--- src/rtl/subleq_pkg.sv ---
// subleq_pkg: shared constants and the command record used by the memory
// arbiter and its requesters.
//   MEM_READ / MEM_WRITE     : encoding of the RAM mem_op line
//   PORT_CPU / PORT_LOADER   : requester port numbers
//   DEFAULT_CONSOLE_ADDR     : default console tap address
//   mem_cmd_t                : one accepted memory command
package subleq_pkg;

    localparam logic MEM_READ  = 1'b0;
    localparam logic MEM_WRITE = 1'b1;

    localparam logic PORT_CPU    = 1'b0;
    localparam logic PORT_LOADER = 1'b1;

    localparam logic [63:0] DEFAULT_CONSOLE_ADDR = 64'hff;

    typedef struct packed {
        logic        we;
        logic [63:0] addr;
        logic [63:0] wdata;
        logic        port;
    } mem_cmd_t;

endpackage

--- src/rtl/mem_arbiter_if.sv ---
// mem_arbiter_if: request/grant/response bundle for both arbiter ports.
//   reqN, weN, addrN, wdataN : request side, driven by requester N
//   gntN                     : combinational accept from the arbiter
//   rvalidN                  : registered one-cycle read-valid pulse
//   rdata                    : shared read data, qualified by rvalidN
// modport master = requester side, modport slave = arbiter side.
interface mem_arbiter_if #(
    parameter int unsigned ADDR_W = 64,
    parameter int unsigned DATA_W = 64
);

    logic              req0;
    logic              req1;
    logic              we0;
    logic              we1;
    logic [ADDR_W-1:0] addr0;
    logic [ADDR_W-1:0] addr1;
    logic [DATA_W-1:0] wdata0;
    logic [DATA_W-1:0] wdata1;
    logic              gnt0;
    logic              gnt1;
    logic              rvalid0;
    logic              rvalid1;
    logic [DATA_W-1:0] rdata;

    modport master (
        output req0, req1, we0, we1, addr0, addr1, wdata0, wdata1,
        input  gnt0, gnt1, rvalid0, rvalid1, rdata
    );

    modport slave (
        input  req0, req1, we0, we1, addr0, addr1, wdata0, wdata1,
        output gnt0, gnt1, rvalid0, rvalid1, rdata
    );

endinterface

--- src/rtl/rr_arb2.sv ---
// rr_arb2: combinational two-way round-robin picker.
//   req[1:0] : requests
//   last     : port granted most recently
//   force1   : port 1 wins any contest (boot phase)
//   gnt[1:0] : one-hot grant, zero when nothing requests
module rr_arb2
    import subleq_pkg::*;
(
    input  logic [1:0] req,
    input  logic       last,
    input  logic       force1,
    output logic [1:0] gnt
);

    always_comb begin
        gnt = '0;
        unique case (req)
            2'b01:   gnt = 2'b01;
            2'b10:   gnt = 2'b10;
            2'b11: begin
                // Contested: the port that did not win last time goes next.
                if (force1 || (last == PORT_CPU)) gnt = 2'b10;
                else                              gnt = 2'b01;
            end
            default: gnt = '0;
        endcase
    end

endmodule

--- src/rtl/mem_arbiter.sv ---
// mem_arbiter: shares one negedge-sampled single-port RAM between the SUBLEQ
// cpu (port 0) and the loader/debug host (port 1).
//   clk, reset      : posedge clock, synchronous active-low reset
//   boot_done       : 0 = port 1 strict priority, 1 = round-robin
//   bus (slave)     : both request ports, grants, rvalids, shared rdata
//   mem_op, mem_addr, mem_write_bytes : registered RAM command
//   mem_data        : RAM read data
//   console_data, console_valid : present only with MEM_ARBITER_CONSOLE_TAP_EN;
//                     pulse on each accepted write to CONSOLE_ADDR
// A command is accepted at the posedge where reqN & gntN, the RAM acts on it
// at the following negedge, and read data is returned at the next posedge.
module mem_arbiter
    import subleq_pkg::*;
#(
    parameter int unsigned ADDR_W = 64,
    parameter int unsigned DATA_W = 64
`ifdef MEM_ARBITER_CONSOLE_TAP_EN
    ,
    parameter logic [ADDR_W-1:0] CONSOLE_ADDR = ADDR_W'(DEFAULT_CONSOLE_ADDR)
`endif
) (
    input  logic              clk,
    input  logic              reset,
    input  logic              boot_done,
    mem_arbiter_if.slave      bus,
    output logic              mem_op,
    output logic [ADDR_W-1:0] mem_addr,
    output logic [DATA_W-1:0] mem_write_bytes,
    input  logic [DATA_W-1:0] mem_data
`ifdef MEM_ARBITER_CONSOLE_TAP_EN
    ,
    output logic [DATA_W-1:0] console_data,
    output logic              console_valid
`endif
);

    logic [1:0]        req_v;
    logic [1:0]        gnt;
    logic              accept;
    mem_cmd_t          sel;

    logic              mem_op_q,      mem_op_d;
    logic [ADDR_W-1:0] mem_addr_q,    mem_addr_d;
    logic [DATA_W-1:0] mem_wbytes_q,  mem_wbytes_d;
    logic              cmd_valid_q,   cmd_valid_d;
    logic              cmd_port_q,    cmd_port_d;
    logic              cmd_is_read_q, cmd_is_read_d;
    logic [1:0]        rvalid_q,      rvalid_d;
    logic [DATA_W-1:0] rdata_q,       rdata_d;
    logic              rr_last_q,     rr_last_d;
`ifdef MEM_ARBITER_CONSOLE_TAP_EN
    logic [DATA_W-1:0] console_data_q,  console_data_d;
    logic              console_valid_q, console_valid_d;
`endif

    // Gating requests with reset keeps both grants low while reset is held.
    assign req_v = {bus.req1, bus.req0} & {2{reset}};

    rr_arb2 u_arb (
        .req    (req_v),
        .last   (rr_last_q),
        .force1 (~boot_done),
        .gnt    (gnt)
    );

    assign bus.gnt0    = gnt[0];
    assign bus.gnt1    = gnt[1];
    assign bus.rvalid0 = rvalid_q[0];
    assign bus.rvalid1 = rvalid_q[1];
    assign bus.rdata   = rdata_q;

    assign mem_op          = mem_op_q;
    assign mem_addr        = mem_addr_q;
    assign mem_write_bytes = mem_wbytes_q;
`ifdef MEM_ARBITER_CONSOLE_TAP_EN
    assign console_data    = console_data_q;
    assign console_valid   = console_valid_q;
`endif

    always_comb begin
        accept = |gnt;
        if (gnt[1]) begin
            sel = '{we: bus.we1, addr: 64'(bus.addr1), wdata: 64'(bus.wdata1),
                    port: PORT_LOADER};
        end else begin
            sel = '{we: bus.we0, addr: 64'(bus.addr0), wdata: 64'(bus.wdata0),
                    port: PORT_CPU};
        end

        // Stage A: accept. When idle the RAM sees a harmless read of the
        // previous address.
        mem_op_d      = MEM_READ;
        mem_addr_d    = mem_addr_q;
        mem_wbytes_d  = mem_wbytes_q;
        cmd_valid_d   = 1'b0;
        cmd_port_d    = cmd_port_q;
        cmd_is_read_d = 1'b0;
        rr_last_d     = rr_last_q;
        if (accept) begin
            mem_op_d      = sel.we;
            mem_addr_d    = sel.addr[ADDR_W-1:0];
            mem_wbytes_d  = sel.wdata[DATA_W-1:0];
            cmd_valid_d   = 1'b1;
            cmd_port_d    = sel.port;
            cmd_is_read_d = (sel.we == MEM_READ);
            rr_last_d     = sel.port;
        end

        // Stage C: return data sampled by the RAM at the intervening negedge.
        rvalid_d = '0;
        rdata_d  = rdata_q;
        if (cmd_valid_q && cmd_is_read_q) begin
            rdata_d              = mem_data;
            rvalid_d[cmd_port_q] = 1'b1;
        end

`ifdef MEM_ARBITER_CONSOLE_TAP_EN
        console_valid_d = accept && (sel.we == MEM_WRITE) &&
                          (sel.addr[ADDR_W-1:0] == CONSOLE_ADDR);
        console_data_d  = console_valid_d ? sel.wdata[DATA_W-1:0] : console_data_q;
`endif
    end

    always_ff @(posedge clk) begin
        if (!reset) begin
            mem_op_q        <= MEM_READ;
            mem_addr_q      <= '0;
            mem_wbytes_q    <= '0;
            cmd_valid_q     <= 1'b0;
            cmd_port_q      <= PORT_CPU;
            cmd_is_read_q   <= 1'b0;
            rvalid_q        <= '0;
            rdata_q         <= '0;
            rr_last_q       <= PORT_LOADER;
`ifdef MEM_ARBITER_CONSOLE_TAP_EN
            console_data_q  <= '0;
            console_valid_q <= 1'b0;
`endif
        end else begin
            mem_op_q        <= mem_op_d;
            mem_addr_q      <= mem_addr_d;
            mem_wbytes_q    <= mem_wbytes_d;
            cmd_valid_q     <= cmd_valid_d;
            cmd_port_q      <= cmd_port_d;
            cmd_is_read_q   <= cmd_is_read_d;
            rvalid_q        <= rvalid_d;
            rdata_q         <= rdata_d;
            rr_last_q       <= rr_last_d;
`ifdef MEM_ARBITER_CONSOLE_TAP_EN
            console_data_q  <= console_data_d;
            console_valid_q <= console_valid_d;
`endif
        end
    end

endmodule

--- src/flat_wrapper.sv ---
// flat-port wrapper written by rule: the top's interface ports become plain ports
module mem_arbiter_flat import subleq_pkg::*;
#(
    parameter int unsigned ADDR_W = 64,
    parameter int unsigned DATA_W = 64

)
  (clk, reset, boot_done, mem_op, mem_addr, mem_write_bytes, mem_data, bus_req0, bus_req1, bus_we0, bus_we1, bus_addr0, bus_addr1, bus_wdata0, bus_wdata1, bus_gnt0, bus_gnt1, bus_rvalid0, bus_rvalid1, bus_rdata);
  mem_arbiter_if #(.ADDR_W(ADDR_W), .DATA_W(DATA_W)) bus_i ();
  input  logic clk;
  input  logic reset;
  input  logic boot_done;
  output logic mem_op;
  output logic [ADDR_W-1:0] mem_addr;
  output logic [DATA_W-1:0] mem_write_bytes;
  input  logic [DATA_W-1:0] mem_data;
  input wire logic [$bits(bus_i.req0)-1:0] bus_req0;
  input wire logic [$bits(bus_i.req1)-1:0] bus_req1;
  input wire logic [$bits(bus_i.we0)-1:0] bus_we0;
  input wire logic [$bits(bus_i.we1)-1:0] bus_we1;
  input wire logic [$bits(bus_i.addr0)-1:0] bus_addr0;
  input wire logic [$bits(bus_i.addr1)-1:0] bus_addr1;
  input wire logic [$bits(bus_i.wdata0)-1:0] bus_wdata0;
  input wire logic [$bits(bus_i.wdata1)-1:0] bus_wdata1;
  output wire logic [$bits(bus_i.gnt0)-1:0] bus_gnt0;
  output wire logic [$bits(bus_i.gnt1)-1:0] bus_gnt1;
  output wire logic [$bits(bus_i.rvalid0)-1:0] bus_rvalid0;
  output wire logic [$bits(bus_i.rvalid1)-1:0] bus_rvalid1;
  output wire logic [$bits(bus_i.rdata)-1:0] bus_rdata;
  assign bus_i.req0 = bus_req0;
  assign bus_i.req1 = bus_req1;
  assign bus_i.we0 = bus_we0;
  assign bus_i.we1 = bus_we1;
  assign bus_i.addr0 = bus_addr0;
  assign bus_i.addr1 = bus_addr1;
  assign bus_i.wdata0 = bus_wdata0;
  assign bus_i.wdata1 = bus_wdata1;
  assign bus_gnt0 = bus_i.gnt0;
  assign bus_gnt1 = bus_i.gnt1;
  assign bus_rvalid0 = bus_i.rvalid0;
  assign bus_rvalid1 = bus_i.rvalid1;
  assign bus_rdata = bus_i.rdata;
  mem_arbiter #(.ADDR_W(ADDR_W), .DATA_W(DATA_W)) u_core (.clk(clk), .reset(reset), .boot_done(boot_done), .bus(bus_i), .mem_op(mem_op), .mem_addr(mem_addr), .mem_write_bytes(mem_write_bytes), .mem_data(mem_data));
endmodule
--- config.mk ---
export PLATFORM = sky130hd
export DESIGN_NAME = mem_arbiter_flat
export DESIGN_NICKNAME = d
export VERILOG_FILES = /design/src/rtl/subleq_pkg.sv /design/src/rtl/mem_arbiter_if.sv /design/src/rtl/rr_arb2.sv /design/src/rtl/mem_arbiter.sv /design/src/flat_wrapper.sv
export SDC_FILE = /design/constraint.sdc
export NUM_CORES = 1
export LEC_CHECK = 0
export BUFFER_PORTS_ARGS = -buffer_cell sky130_fd_sc_hd__clkbuf_2
export CAP_MARGIN = 10
export CORE_AREA = 2 2 206 208
export CTS_BUF_LIST = sky130_fd_sc_hd__clkbuf_4 sky130_fd_sc_hd__clkbuf_8
export CTS_CLUSTER_SIZE = 14
export DETAILED_ROUTE_END_ITERATION = 12
export DIE_AREA = 0 0 208 210
export PLACE_DENSITY = 0.55
export SYNTH_ARGS = -nofsm -noshare
export SYNTH_HDL_FRONTEND = slang
export SYNTH_SLANG_ARGS = --single-unit
--- constraint.sdc ---
create_clock -name clk -period 1.2 [get_ports clk]
set_input_delay 0.06 -clock clk [delete_from_list [all_inputs] [get_ports clk]]
set_output_delay 0.06 -clock clk [all_outputs]
set_load 0.02 [all_outputs]
After elaboration in Yosys (flattened, before gate mapping)
Cells that the tools add are included.

Word-level logic and storage cells: 30. Flip-flop bits (word level): 199.

Order comparisons: 2. Reduce and logical (&&, ||, !) cells: 6. Mux-type cells: 6. Bitwise operators: 4. Eq/ne operators: 3.

Operators with widths (number): 130-bit 2-to-1 mux (1); 2-bit one-hot mux with 3 select lines (1); 2-bit equality test, second input constant (2); 2-bit AND reduction (2); 1-bit inverter (3); 2-bit bitwise AND (1); 2-bit by 1-bit equality test with 1-bit output, second input constant (1); 1-bit logical AND (2); 1-bit by 2-bit < comparator with 1-bit output, second input constant (1); 1-bit 2-to-1 mux (2); 2-bit 2-to-1 mux (1); 2-bit OR reduction (1); 1-bit demux with 1-bit select (1); 1-bit greater-or-equal comparator, second input constant (1); 1-bit logical OR (1).

Longest topological paths before layout
Gate-level depths: netlist of the first run.

Depth in word-level cells: 6. Depth in mapped cells: 7. Depth with buffers taken out: 4.

Modules after synthesis
A second synthesis of the first run with hierarchy kept.

Cell total of the unflattened synthesis: 891. Area, all modules: 9720.6 µm².

By module, submodules not included: mem_arbiter (area each 9690.5 µm², cells each 887, instances 1); rr_arb2 (area each 30.0 µm², cells each 4, instances 1).

Worst setup path after synthesis of the first run
OpenSTA, ideal clock, no wires.

Kind: register to register. Start point: register u_core.rr_last_q. End point: register u_core.mem_wbytes_q[54], in the netlist u_core.mem_write_bytes[54]. Data required time: 1.078 ns. Cell stages (with the launch flop): 6. Arrival: 0.984 ns. Period minus slack after synthesis: 1.106 ns. Setup slack: 0.094 ns. Cell sequence: dfxtp_1 nand3_1 buf_2 buf_2 a31oi_1 a21oi_1.

Word-level cells in the longest chain between the ends: 5. Elaborated cells between the ends (all ways): 6. Classes of those cells: mux: 3; bitwise: 1; reduce/logical: 2.

Ends and longest elaborated chain: start, declared (RTL line mem_arbiter.sv:50) `logic rr_last_q, rr_last_d;`; start signal, assigned (RTL line mem_arbiter.sv:148) `rr_last_q <= rr_last_d;`; 1-bit inverter (*) (RTL line rr_arb2.sv:22) `if (force1 || (last == PORT_CPU)) gnt = 2'b10;`; 1-bit logical OR (*) (RTL line rr_arb2.sv:22); 2-bit 2-to-1 mux (*) (RTL line rr_arb2.sv:22); 2-bit one-hot mux with 3 select lines (*) (RTL line rr_arb2.sv:17) `unique case (req)`; 130-bit 2-to-1 mux or 2-bit OR reduction (tied branches) (RTL line mem_arbiter.sv:82, mem_arbiter.sv:81); end signal, assigned (RTL line mem_arbiter.sv:142) `mem_wbytes_q <= mem_wbytes_d;`; end, declared (RTL line mem_arbiter.sv:44) `logic [DATA_W-1:0] mem_wbytes_q, mem_wbytes_d;`.

Every way passes the cells marked *; elsewhere a longest branch is shown, timed or not. A chain may end at the register's enable or synchronous reset.

Final worst setup path of the first run
Start point: register u_core.rr_last_q. End point: register u_core.mem_addr_q[53], in the netlist u_core.mem_addr[53].

Word-level cells in the longest chain between the ends: 5. Elaborated cells between the ends (all ways): 6. Classes of those cells: mux: 3; bitwise: 1; reduce/logical: 2.

Ends and longest elaborated chain: 1-bit inverter (*) (RTL line rr_arb2.sv:22); 1-bit logical OR (*) (RTL line rr_arb2.sv:22); 2-bit 2-to-1 mux (*) (RTL line rr_arb2.sv:22); 2-bit one-hot mux with 3 select lines (*) (RTL line rr_arb2.sv:17); 130-bit 2-to-1 mux or 2-bit OR reduction (tied branches) (RTL line mem_arbiter.sv:82, mem_arbiter.sv:81); end signal, assigned (RTL line mem_arbiter.sv:141) `mem_addr_q <= mem_addr_d;`; end, declared (RTL line mem_arbiter.sv:43) `logic [ADDR_W-1:0] mem_addr_q, mem_addr_d;`.

Marked as above.

==> flow_metrics.py, run 1 <==
metrics = {
    "place": {
        "place_ws_ns": -0.1392,
        "gp_congestion": 0.8761,
        "placed_cells": 2080,
        "dp_hpwl_um": 27280,
        "port_buffers": 523,
    },
    "global_routing": {
        "track_usage_pct": 19.93,
        "grt_pass1_wl_um": 68210,
        "grt-ovfl-total": 0,
        "grt_max_degree": 54,
        "first_global_vias": 12240,
        "antenna_found_initial": 0,
    },
    "power": {
        "p_comb_share_pct": 31.3,
        "power_switching_mw": 5.879,
        "powerDensity_nw_per_um2": 971.4,
        "p_int_mw": 11.91,
        "p_sw_share_pct": 33.05,
        "leakagePower_nw": 7.649,
        "p_total_mw": 17.79,
        "vdd_drop_max_mv": 0.7037,
        "clkPwrFrac_pct": 27.8,
        "p_seq_share_pct": 40.9,
    },
    "die": {
        "num_rows": 75,
        "core-area_um2": 41480,
        "die_x_um": 208,
        "io_pins": 524,
        "die_h_um": 210,
        "initial_core_util_pct": 20.18,
        "dieArea_um2": 43680,
    },
    "route": {
        "met2_length_um": 24000,
        "drc": 0,
        "via_per_inst": 5.030,
        "wl_um": 48980,
        "wl_met1_um": 18910,
        "highest_layer": "met4",
        "antenna_left": 0,
        "met3WireLength_um": 3660,
        "drtPass1Iterations": 8,
        "drt_first_iter_violations": 1358,
        "vias": 12400,
        "post_drt_wl_per_cell_um": 19.86,
    },
    "synth": {
        "ys_seq_area_share_pct": 47.60,
        "yosys_warnings": 0,
        "synth_edf_count": 0,
        "synth_nets": 1372,
        "yosysTopAreaCell": "dfxtp_1",
        "synthFlopType": "dfxtp_1",
        "async_flop_share_pct": 0,
        "synth_compound_area_share_pct": 38.68,
        "synth-seq-cells": 199,
        "synth_fa_ha_area_share_pct": 0,
        "synth_top_area_share_pct": 47.60,
        "yosysUniqueCellTypes": 20,
        "yosysMostFrequentCell": "o21ai_0",
        "synth_top_family_by_area": "compound AO/OA/AOI/OAI gates",
        "syn_area_per_cell_um2": 8.009,
        "synth_xor_area_share_pct": 0,
        "synth.cell_area_um2": 8369,
        "netlist_top_cells_count": "253 x o21ai_0, 199 x dfxtp_1, 133 x nand2_1",
        "syn_inst": 1045,
        "synth-simple-area-share_pct": 6.787,
        "muxShareOfSynthArea_pct": 0,
        "ys_top_cells_by_area": "dfxtp_1 48%, o21ai_0 15%, a31oi_1 9.6%",
    },
    "worst_setup_path": {
        "crit_chain": "buf_4 > nand3_4 > buf_12 > buf_16 > bufbuf_16 > a31oi_1 > a21oi_1",
        "cp.depth": 7,
        "reg2reg_slack_ns": -0.32,
        "timing.rr.end": "u_core.mem_addr[53]",
        "critPathCaptureType": "flip-flop",
        "cp.arrival_ns": 1.95,
        "r2r_cells": 7,
        "worstPathMaxFanout": 5,
        "crit_start": "u_core.rr_last_q",
        "crit_end": "u_core.mem_addr[53]",
        "crit_family": "buffers and inverters",
        "rr_startpoint": "u_core.rr_last_q",
        "slowest_stage": "dfxtp_2",
        "critical_path_class": "flip-flop to flip-flop",
        "max_stage_delay_ns": 0.36,
        "critPathBufInv": 4,
        "cp.required_ns": 1.63,
        "cp-start-kind": "flip-flop",
    },
    "worst_hold_path": {
        "hold_class": "input pin to flip-flop",
    },
    "clocking": {
        "cts.sinks": 199,
        "htree_num_levels": 4,
        "path_clk_slew_ns": 0.12,
        "cts_buffers": 17,
        "cts-root-buf": "clkbuf_8",
        "clk_latency_ns": 0.52,
        "cts_tree": "done",
        "clk_path_buf_depth": 2,
        "hold_buffers": 323,
    },
    "timing": {
        "finalCritPeriodShare_pct": 126.8,
        "min_period_ns": 1.522,
        "fin_ws_ns": -0.3220,
        "maxSlewHeadroom_pct": 73.08,
        "setup_viol": 132,
        "hold_viol": 0,
        "fmax_mhz": 657.0,
        "worst-slew-pin-transition_ns": 0.3995,
        "rsz0062_at_grt": "true",
        "slew_viol_final": 0,
        "fin_skew_ns": 0.01175,
    },
    "layout": {
        "antenna_cells": 0,
        "layout-drive-gt1-share_pct": 46.13,
        "synthToLayoutAreaGrowth_pct": 118.8,
        "fillers": 3713,
        "final_util_pct": 44.16,
        "seq_area_um2": 4000,
        "final_cells": 2466,
        "multi_input_area_um2": 5320,
        "nets": 2241,
    },
    "job": {
        "maxCapViolations": 0,
    },
    "run_status": {
        "outcome": "finished, violations left",
        "violations": "setup timing",
    },
}
## worst min path at each step
stage / slack [ns] / to / start / depth (start not counted)
after floorplan: 0.20 / u_core.bus.rdata[39] / mem_data[39] / 2
after global placement: 0.29 / u_core.bus.rdata[40] / mem_data[40] / 3
after detailed placement: 0.30 / u_core.bus.rdata[27] / mem_data[27] / 3
after CTS: -0.07 / u_core.rr_last_q / boot_done / 5
after global routing: -0.02 / u_core.rr_last_q / boot_done / 5
final: 0.0008 / u_core.rr_last_q / boot_done / 5
## registers in the layout (all words and copies together), names as in the netlist
name	flops
u_core.cmd_valid_q	1
u_core.cmd_is_read_q	1
u_core.cmd_port_q	1
u_core.bus.rdata	64
u_core.mem_write_bytes	64
u_core.rvalid_q	2
u_core.mem_addr	64
u_core.rr_last_q	1
u_core.mem_op	1
## per-layer routing
layer | global-route usage, % | vias to the layer above
met1 | 23.01 | 5888
li1 | - | 5554
met4 | 10.25 | 0
met5 | 0 | -
met2 | 34.48 | 761
met3 | 4.604 | 200
## per-stage QoR
step	setup TNS (ns)	hold WS, ns	cell area (um2)
6_report	-24.73	0.0007573	18320
5_1_grt	-31.67	-0.01760	18320
4_1_cts	-22.63	-0.06599	17100
3_5_place_dp	-5.361	0.2999	12240
3_3_place_gp	-2.564	0.2921	12240
2_1_floorplan	0	0.2049	8369
## area by class of cell
class	count	area share, %
clock buffer	20	1.435
clock inverter	12	0.9086
tap	539	3.682
sequential	199	21.84
multi-input combinational	726	29.05
inverter	1	0.03416
timing repair buffer	969	43.05
## tightest hold or removal path, stage by stage
cell	delay, ns
clkbuf_2	0.14
nand2_2	0.07
nand2_2	0.06
buf_4	0.10
nand3_1	0.06
## cell families (layout without fill, tap and decap cells)
kind of cell           after synthesis  in the layout
AOI/OAI and AO/OA                  581            581
buffers and inverters              120           1002
DFF                                199            199
and+or+nand+nor                    145            145
## timing repair
item                                   CTS  global route
setup endpoints to repair              137           183
pin swaps                              144            25
gates resized for setup                216           257
gates cloned                            13             6
buffers inserted                        11             2
endpoints found under the hold margin  196             1
## power groups by stage
stage / clock network [mW] / registers, mW / logic (mW)
after floorplan: 0 / 7.85 / 1.16
after global placement: 0 / 7.38 / 3.38
after detailed placement: 0 / 7.39 / 3.39
after CTS: 5.08 / 7.25 / 4.86
after global routing: 5.33 / 7.31 / 5.85
final: 4.95 / 7.28 / 5.57
## placed cells by master (no fill, tap or decap), drive strengths merged
master       Yosys  layout
nor2             2       2
nand2b           1       1
a21boi          65      65
clkbuf          48     510
dfxtp          199     199
and2             2       2
bufinv           0       3
a21oi          129     129
nand3            3       3
o21ai          258     258
a31oi          128     128
clkinv           0       2
clkinvlp         0       3
inv              1       5
o21bai           1       1
buf             71     154
and3             4       4
nand2          133     133
dlygate4sd3      0     323
bufbuf           0       2
No activity file was read; power rests on OpenSTA's default activity.
==> inputs of run 2 (changes only) <==
- CORE_AREA: 2 2 206 208 -> 2 2 203 205
- DIE_AREA: 0 0 208 210 -> 0 0 205 207
- PLACE_DENSITY: 0.55 -> 0.56
- REMOVE_ABC_BUFFERS: unset -> 1
- clock period: 1.2 -> 1.8 ns (I/O delays scaled with it)
==> flow_metrics.py, run 2 (synthesized netlist as in run 1, its figures left out) <==
metrics = {
    "run_status": {
        "outcome": "finished clean",
    },
    "worst_setup_path": {
        "cp.arrival_ns": 2.14,
        "critical_path_class": "flip-flop to flip-flop",
        "crit_chain": "and3_4 > buf_4 > buf_12 > o21ai_0 > a21oi_1",
        "r2r_cells": 5,
        "crit_end": "u_core.mem_addr[59]",
        "reg2reg_slack_ns": 0.1,
        "cp-start-kind": "flip-flop",
        "worstPathMaxFanout": 31,
        "slowest_stage": "dfxtp_2",
        "crit_start": "u_core.rr_last_q",
        "rr_startpoint": "u_core.rr_last_q",
        "cp.required_ns": 2.24,
        "critPathCaptureType": "flip-flop",
        "timing.rr.end": "u_core.mem_addr[59]",
        "max_stage_delay_ns": 0.43,
    },
    "power": {
        "clkPwrFrac_pct": 29.1,
        "p_sw_share_pct": 31.39,
        "p_comb_share_pct": 25.6,
        "p_int_mw": 7.315,
        "powerDensity_nw_per_um2": 696.4,
        "power_switching_mw": 3.347,
        "p_seq_share_pct": 45.3,
        "vdd_drop_max_mv": 0.4470,
        "p_total_mw": 10.66,
        "leakagePower_nw": 6.733,
    },
    "route": {
        "vias": 11630,
        "drt_first_iter_violations": 910,
        "post_drt_wl_per_cell_um": 17.84,
        "via_per_inst": 4.892,
        "drc": 0,
        "drtPass1Iterations": 5,
        "antenna_left": 0,
        "wl_um": 42410,
    },
    "global_routing": {
        "grt_max_degree": 109,
        "track_usage_pct": 18.86,
        "grt-ovfl-total": 0,
        "grt_pass1_wl_um": 62870,
        "first_global_vias": 11550,
        "antenna_found_initial": 0,
    },
    "worst_hold_path": {
        "hp-start": "bus_req0",
        "hold_class": "input pin to flip-flop",
        "hold_depth": 3,
    },
    "clocking": {
        "clk_latency_ns": 0.53,
        "clk_path_buf_depth": 2,
        "htree_num_levels": 4,
        "cts-root-buf": "clkbuf_8",
        "cts_buffers": 17,
        "cts_tree": "done",
        "cts.sinks": 199,
        "path_clk_slew_ns": 0.10,
    },
    "place": {
        "gp_congestion": 0.8024,
        "place_ws_ns": 0.3205,
        "port_buffers": 523,
        "dp_hpwl_um": 25640,
    },
    "timing": {
        "finalCritPeriodShare_pct": 94.59,
        "min_period_ns": 1.703,
        "fmax_mhz": 587.3,
        "slew_viol_final": 0,
        "hold_viol": 0,
        "hold_slack_ns": 0.05739,
        "worst-slew-pin-transition_ns": 0.5538,
        "setup_viol": 0,
        "rsz0062_at_grt": "false",
        "fin_skew_ns": 0.01665,
        "fin_ws_ns": 0.09731,
        "maxSlewHeadroom_pct": 63.08,
    },
    "die": {
        "initial_core_util_pct": 20.73,
        "die_x_um": 205,
        "die_h_um": 207,
        "num_rows": 74,
        "dieArea_um2": 42440,
        "core-area_um2": 40370,
        "io_pins": 524,
    },
    "layout": {
        "layout_commonest_cell": "clkbuf_2",
        "antenna_cells": 0,
        "layout-drive-gt1-share_pct": 32.41,
        "nets": 2159,
        "final_cell_mix": "522 x clkbuf_2, 330 x dlygate4sd3_1, 253 x o21ai_0",
        "synthToLayoutAreaGrowth_pct": 82.94,
        "final_util_pct": 37.93,
        "fillers": 3932,
    },
    "job": {
        "maxCapViolations": 0,
    },
}
-- run 2: changes by cell type in the layout (fill, tap and decap cells not counted), moves of 17 or more --
cell and change:
a31oi_1 +64, o21ai_2 -60, a21oi_1 +43, a21oi_2 -43, a31oi_4 -53, clkbuf_2 +50, o21ai_4 -17, buf_2 -20
o21ai_0 +104, buf_12 -29, buf_4 -51, o21ai_1 -27
-- run 2: cell type report --
cell class / instances / area [um2] / area share, %
clock buffers: 22 / 290.3 / 1.896
clock inverters: 10 / 120.1 / 0.7845
inverters: 1 / 6.256 / 0.04086
multi-input cells: 727 / 3850 / 25.15
flip-flops and latches: 199 / 3985 / 26.03
well taps: 532 / 665.6 / 4.347
repair buffers: 886 / 6394 / 41.76
-- run 2: critical path: cells and delay by family (launching register included) --
family          cells  cell delay, ns
simple gates        1            0.25
compound gates      2            0.40
flops               1            0.43
buf+inv             2            0.52
-- run 2: worst min-delay path by stage --
| stage | to | slack [ns] |
|---|---|---|
| floorplan | u_core.rr_last_q | 0.16 |
| global placement | u_core.bus.rdata[15] | 0.33 |
| detailed placement | u_core.bus.rdata[20] | 0.33 |
| CTS | u_core.rr_last_q | 0.003 |
| global route | u_core.rr_last_q | 0.04 |
| finish | u_core.rr_last_q | 0.06 |
-- run 2: metrics by stage --
stage          area [um2]  setup TNS (ns)  std cells
3_5_place_dp        11530               0       2011
3_3_place_gp        11530               0       2011
2_1_floorplan        7792         -357.75        926
4_1_cts             15260               0       2375
6_report            15310               0       2377
5_1_grt             15310               0       2377
-- run 2: metal layers --
layer	GRT usage (%)	part of all wire, %
met1	22.14	39
met4	10.82	4.4
met2	31.66	48
met5	0	0
met3	3.902	8.0
-- run 2: what timing repair did --
action                     4_1_cts  5_1_grt
gates cloned                     1        2
pin swaps                        1        0
hold buffers                   330        0
hold endpoints to repair       196        0
setup buffers                    1        0
setup endpoints to repair        1        2
resized for setup                1        1
-- run 2: power by group through the flow --
stage / Combinational [mW] / Clock (mW) / Sequential, mW
after floorplan: 0.657 / 0 / 5.23
after global placement: 2.06 / 0 / 4.91
after detailed placement: 2.07 / 0 / 4.92
after CTS: 2.66 / 3.22 / 4.82
after global routing: 2.91 / 3.37 / 4.86
final: 2.73 / 3.10 / 4.83
